==> config.mk <==
export PLATFORM = sky130hd
export DESIGN_NAME = uart_bus_arbiter
export DESIGN_NICKNAME = d
export VERILOG_FILES = /design/src/rtl/uart_bus_arbiter.sv
export SDC_FILE = /design/constraint.sdc
export NUM_CORES = 1
export LEC_CHECK = 0
export CORE_MARGIN = 2
export CORE_UTILIZATION = 36
export DETAILED_ROUTE_END_ITERATION = 7
export PLACE_DENSITY = 0.7
export RECOVER_POWER = 50
export SLEW_MARGIN = 10
export SYNTH_ARGS = -nofsm -noshare
export SYNTH_HDL_FRONTEND = slang
export SYNTH_SLANG_ARGS = --single-unit
==> constraint.sdc <==
create_clock -name clk -period 2.9 [get_ports clk]
set_input_delay 0.58 -clock clk [delete_from_list [all_inputs] [get_ports clk]]
set_output_delay 0.58 -clock clk [all_outputs]
set_load 0.02 [all_outputs]
==> src/rtl/uart_bus_arbiter.sv <==
// Two-way arbiter sharing one UART TX/RX pair between the fetch and memory engines.
// Define UART_ARB_ROUND_ROBIN_EN for round-robin contention; default is fixed memory priority.
module uart_bus_arbiter #(
  parameter logic [15:0] TIMEOUT = 16'd1023
) (
  input  logic       clk,
  input  logic       reset,
  input  logic       f_req,
  input  logic       f_tx_start_n,
  input  logic [7:0] f_tx_data,
  input  logic       m_req,
  input  logic       m_tx_start_n,
  input  logic [7:0] m_tx_data,
  input  logic       uart_tx_done,
  input  logic       uart_rx_do,
  output logic       f_grant,
  output logic       m_grant,
  output logic       f_tx_done,
  output logic       f_rx_do,
  output logic       m_tx_done,
  output logic       m_rx_do,
  output logic       uart_tx_start_n,
  output logic [7:0] uart_tx_data,
  output logic       timeout,
  output logic [1:0] state_dbg
);

  localparam logic [1:0] S_IDLE    = 2'd0;
  localparam logic [1:0] S_GRANT_F = 2'd1;
  localparam logic [1:0] S_GRANT_M = 2'd2;
  localparam logic [1:0] S_GAP     = 2'd3;

  logic [1:0]  state_q, state_d;
  logic [15:0] wd_q, wd_d;
  logic        last_m_q, last_m_d;
  logic        timeout_q, timeout_d;
  logic        arb_f, arb_m;
  logic        holder_req;
  logic        activity;

  always_comb begin
    arb_f = f_req;
    arb_m = m_req;
    if (f_req && m_req) begin
`ifdef UART_ARB_ROUND_ROBIN_EN
      // last_m_q low means fetch won last time, so memory gets this one.
      arb_m = ~last_m_q;
`else
      arb_m = 1'b1;
`endif
      arb_f = ~arb_m;
    end
  end

  always_comb begin
    state_d    = state_q;
    wd_d       = wd_q;
    last_m_d   = last_m_q;
    timeout_d  = 1'b0;
    holder_req = (state_q == S_GRANT_F) ? f_req : m_req;
    activity   = uart_tx_done | uart_rx_do;
    case (state_q)
      S_IDLE, S_GAP: begin
        if (arb_f) begin
          state_d  = S_GRANT_F;
          wd_d     = 16'd0;
          last_m_d = 1'b0;
        end else if (arb_m) begin
          state_d  = S_GRANT_M;
          wd_d     = 16'd0;
          last_m_d = 1'b1;
        end else begin
          state_d = S_IDLE;
        end
      end
      S_GRANT_F, S_GRANT_M: begin
        // A voluntary release takes precedence over the watchdog; activity beats expiry.
        if (!holder_req) begin
          state_d = S_GAP;
        end else if (activity) begin
          wd_d = 16'd0;
        end else if ((TIMEOUT != 16'd0) && (wd_q == TIMEOUT)) begin
          state_d   = S_GAP;
          timeout_d = 1'b1;
        end else begin
          wd_d = wd_q + 16'd1;
        end
      end
      default: state_d = S_IDLE;
    endcase
  end

  always_ff @(posedge clk or negedge reset) begin
    if (!reset) begin
      state_q   <= S_IDLE;
      wd_q      <= 16'd0;
      last_m_q  <= 1'b0;
      timeout_q <= 1'b0;
    end else begin
      state_q   <= state_d;
      wd_q      <= wd_d;
      last_m_q  <= last_m_d;
      timeout_q <= timeout_d;
    end
  end

  assign f_grant   = (state_q == S_GRANT_F);
  assign m_grant   = (state_q == S_GRANT_M);
  assign timeout   = timeout_q;
  assign state_dbg = state_q;

  assign f_tx_done = uart_tx_done & f_grant;
  assign f_rx_do   = uart_rx_do & f_grant;
  assign m_tx_done = uart_tx_done & m_grant;
  assign m_rx_do   = uart_rx_do & m_grant;

  always_comb begin
    uart_tx_start_n = 1'b1;
    uart_tx_data    = 8'h00;
    if (f_grant) begin
      uart_tx_start_n = f_tx_start_n;
      uart_tx_data    = f_tx_data;
    end else if (m_grant) begin
      uart_tx_start_n = m_tx_start_n;
      uart_tx_data    = m_tx_data;
    end
  end

endmodule

==> results_tabular.tex <==
\begin{tabular}{lr}
\hline
Metric & Value \\
\hline
\multicolumn{2}{l}{\textbf{Outcome}} \\
Outcome & complete, no violations \\
\multicolumn{2}{l}{\textbf{Setup path}} \\
Startpoint-to-endpoint class of the critical path & register to output port \\
Crit path capture type & output port \\
Worst R2R End & wd\_q[4] \\
Worst path bufs/invs & 2 \\
Required time of the worst setup path & 2.32 ns \\
Kind of cell adding the most delay to the critical path & buffers and inverters \\
Register-to-register setup slack & 0.37 ns \\
Element type at the critical path start & register \\
Path depth of the worst reg2reg path & 6 \\
Series of cell instances along the critical path & inv\_1 > ha\_1 > nor2b\_2 > a22o\_1 > clkdlybuf4s50\_1 \\
Worst flop-to-flop path startpoint & wd\_q[0] \\
Maximum fanout along the worst path & 8 \\
Arrival time reported for the critical path endpoint & 2.15 ns \\
Worst path slowest cell & clkdlybuf4s50\_1 \\
Largest stage delay, worst path & 0.60 ns \\
\multicolumn{2}{l}{\textbf{Yosys}} \\
Leading cell types by total area after synthesis & dfrtp\_1 (37\%), a31oi\_1 (8.8\%), a22o\_1 (4.8\%) \\
Synthesis-stage register bit count & 19 \\
Post-Synthesis Mean Instance Area & around 8.5 µm² \\
Total nets after synthesis & 178 \\
Mapped Area & 1280 µm² \\
Post-synth top area cell & dfrtp\_1 \\
Post-synthesis instance total & 151 \\
Number of unique standard cell types used by synthesis & 38 \\
Syn. warnings & 0 \\
Post-synth top area share & 0.372 \\
Sequential-to-total area share from yosys stat & 0.372 \\
\multicolumn{2}{l}{\textbf{Routing}} \\
Post-detailed-route via-to-cell ratio & 5.49 \\
DRC errors left & 0 \\
Remaining antenna violation count after routing & 0 \\
Uppermost layer routed & met4 \\
WL met3 & 275 µm \\
Overall routed net length & 3540 µm \\
Amount of wire on met2 after detailed routing & $\sim$1700 µm \\
Number of iterations in the first detailed-routing pass & 4 \\
Via count of the routed design & 1279 \\
Number of DRC markers in iteration 0 & 76 \\
Detailed-routing wirelength on met1 & between 1500 and 2000 µm \\
Final routed wire length divided by cell count & 15.2 µm \\
\multicolumn{2}{l}{\textbf{GRT}} \\
Maximum number of pins on one net before global-route repair & 20 \\
Antenna violations before repair & 0 \\
Number of global-route vias before repair & 1312 \\
Global-route congestion overflow total & 0 \\
Global routing usage summed across all routing layers & 0.185 \\
Wire length of the first global-routing pass & 6020 µm \\
\multicolumn{2}{l}{\textbf{Cells and area}} \\
Post-route non-filler standard cell count & 233 \\
Most common cell after layout, fill and taps aside & clkdlybuf4s50\_1 \\
N\_diodes & 0 \\
Top library cells by usage in the layout, fill and taps aside & clkdlybuf4s50\_1 (36), dfrtp\_1 (19), a31oi\_1 (18) \\
Layout cell share with drive strength beyond 1 & 0.0642 \\
Post-synthesis to final-layout area growth & 35.1\% \\
Total Nets Final & 215 \\
\multicolumn{2}{l}{\textbf{Min path}} \\
Worst Min Path Start & wd\_q[6] \\
Terminating pin of the worst hold path & wd\_q[6] \\
Cell count of the worst hold path & 1 \\
Class of the most critical hold timing path & register to register \\
\multicolumn{2}{l}{\textbf{Placed design}} \\
Placed Cells & 229 \\
RD Place Congestion & 0.832 \\
Worst setup slack before clock tree synthesis & approximately 0.34 ns \\
\# port buffers & 41 \\
Post-DP HPWL & 2690 µm \\
\multicolumn{2}{l}{\textbf{Clocking}} \\
Setup bufs post-CTS & 0 \\
Number of sinks on the clock net & 19 \\
Number of H-tree levels & 1 \\
Clock buffer count from CTS & 3 \\
Buffer depth of the longest clock path & 2 \\
TritonCTS clock tree & built \\
Clk pin slew, worst setup/hold paths & 0.12 ns \\
Clk Latency, worst-skew pair & 0.31 ns \\
Root buffer cell & clkbuf\_4 \\
\multicolumn{2}{l}{\textbf{Floorplanning}} \\
I/O pins & 42 \\
Initial Utilization & 0.380 \\
Die H & 63.6 µm \\
Row Count & 21 \\
Die Span X & 63.6 µm \\
Floorplan die area & 4040 µm² \\
Area of the core region & 3360 µm² \\
\multicolumn{2}{l}{\textbf{STA}} \\
Min cycle time layout & approximately 2.7 ns \\
Fin. Hold Viols & 0 \\
RSZ-0062 raised after global routing & false \\
Number of setup violations in the final report & 0 \\
Worst-Margin Slew & 0.892 ns \\
Fin. max-slew vios & 0 \\
Crit path setup slack, layout & $\sim$0.17 ns \\
Period utilisation layout & 0.940 \\
Final TNS setup & 0 ns \\
Remaining max-slew budget at the tightest pin & 0.404 \\
Maximum clock skew at final layout & 0.00983 ns \\
Upper clock frequency limit & approximately 370 MHz \\
\multicolumn{2}{l}{\textbf{Power and ir drop}} \\
Peak supply drop & 0.231 mV \\
Leakage Power & 0.691 nW \\
Cell Pwr Density & 694 nW/µm² \\
\multicolumn{2}{l}{\textbf{Run}} \\
Reported max-cap violation count & 0 \\
\hline
\end{tabular}
repair_timing:
action | CTS | global route
resized for setup | 1 | 0
hold buffers | 0 | 0
endpoints found under the setup margin | 4 | 0
Yosys cell counts:
library cell and instances:
buf_6 1, o21ai_1 1, nor2b_1 2, or3_1 1
a31o_2 1, a41oi_1 2, o31a_2 1, nand4_1 2
nand2_1 11, and2_4 1, a2111oi_0 1, buf_2 4
inv_1 8, a21o_1 2, mux2i_1 3, buf_8 1
nand3_1 5, dfrtp_1 19, nor2_1 8, and3_1 3
ha_1 3, nor3_1 3, nor4_1 3, o21ai_0 6
nand2b_1 4, and2_1 5, buf_1 1, a22o_1 7
nor2_2 1, clkbuf_1 6, o21a_1 1, and4_1 3
a21oi_1 9, a31oi_1 18, a211oi_1 1, nand3b_1 1
a21boi_0 1, or3_4 1
how the worst max path moves through the flow:
| stage | slack, ns | cells past startpoint | end | startpoint |
|---|---|---|---|---|
| final | 0.17 | 5 | uart_tx_data[2] | state_dbg[0] |
| after global placement | 0.43 | 5 | uart_tx_data[0] | state_dbg[0] |
| after detailed placement | 0.34 | 5 | uart_tx_data[4] | state_dbg[0] |
| after floorplan | 0.60 | 5 | uart_tx_data[6] | state_dbg[1] |
| after global routing | 0.02 | 5 | uart_tx_data[2] | state_dbg[0] |
| after CTS | 0.14 | 5 | uart_tx_data[4] | state_dbg[0] |
where the power goes:
| group | total [W] | switching [W] | internal (W) | leakage (nW) |
|---|---|---|---|---|
| Sequential | 0.000306 | 0.0000199 | 0.000286 | 0.260 |
| Combinational | 0.000751 | 0.000410 | 0.000342 | 0.414 |
| Clock | 0.000142 | 0.0000901 | 0.0000516 | 0.0177 |
| Total | 0.00120 | 0.000520 | 0.000679 | 0.691 |
worst register-to-register path, delay by kind of cell (launching register included):
kind | cells | cell delay [ns]
compound gates | 1 | 0.32
fa+ha+maj | 1 | 0.20
flops | 1 | 0.40
simple gates | 4 | 1.54
state kept, by name, summed over array words and instances, names as in the netlist:
name	flops
wd_q	16
state_dbg	2
timeout	1
layout make-up:
cell class / count / area [µm²]
flip-flops and latches: 19 / 475
repair buffers: 45 / 437
well taps: 46 / 57.6
fillers: 341 / 1640
clock buffers: 3 / 22.5
inverters: 8 / 30.0
multi-input cells: 111 / 701
clock inverters: 1 / 5.00
routing by layer:
| metal | vias up | GRT usage |
|---|---|---|
| li1 | 631 | - |
| met1 | 588 | 0.214 |
| met2 | 53 | 0.334 |
| met3 | 7 | 0.0482 |
| met4 | 0 | 0.0543 |
| met5 | - | 0 |
per-stage QoR:
step	util	instance area (µm²)	hold WS [ns]	power [W]
6_report	0.514	1730	0.495	0.00120
3_5_place_dp	0.507	1700	0.486	0.00108
5_1_grt	0.514	1730	0.523	0.00128
3_3_place_gp	0.507	1700	0.464	0.00106
2_1_floorplan	-	1280	0.284	0.000795
4_1_cts	0.516	1730	0.502	0.00123
kinds of logic (layout without fill, tap and decap cells):
group                      Yosys count  after routing  share of synthesized area
AOI/OAI and AO/OA                   51             51                      0.263
and+or+nand+nor                     54             54                      0.232
DFF                                 19             19                      0.372
buffers and inverters               21             57                     0.0802
adders and majority gates            3              3                     0.0294
muxes                                3              3                     0.0235
(Power assumes the default switching activity.)
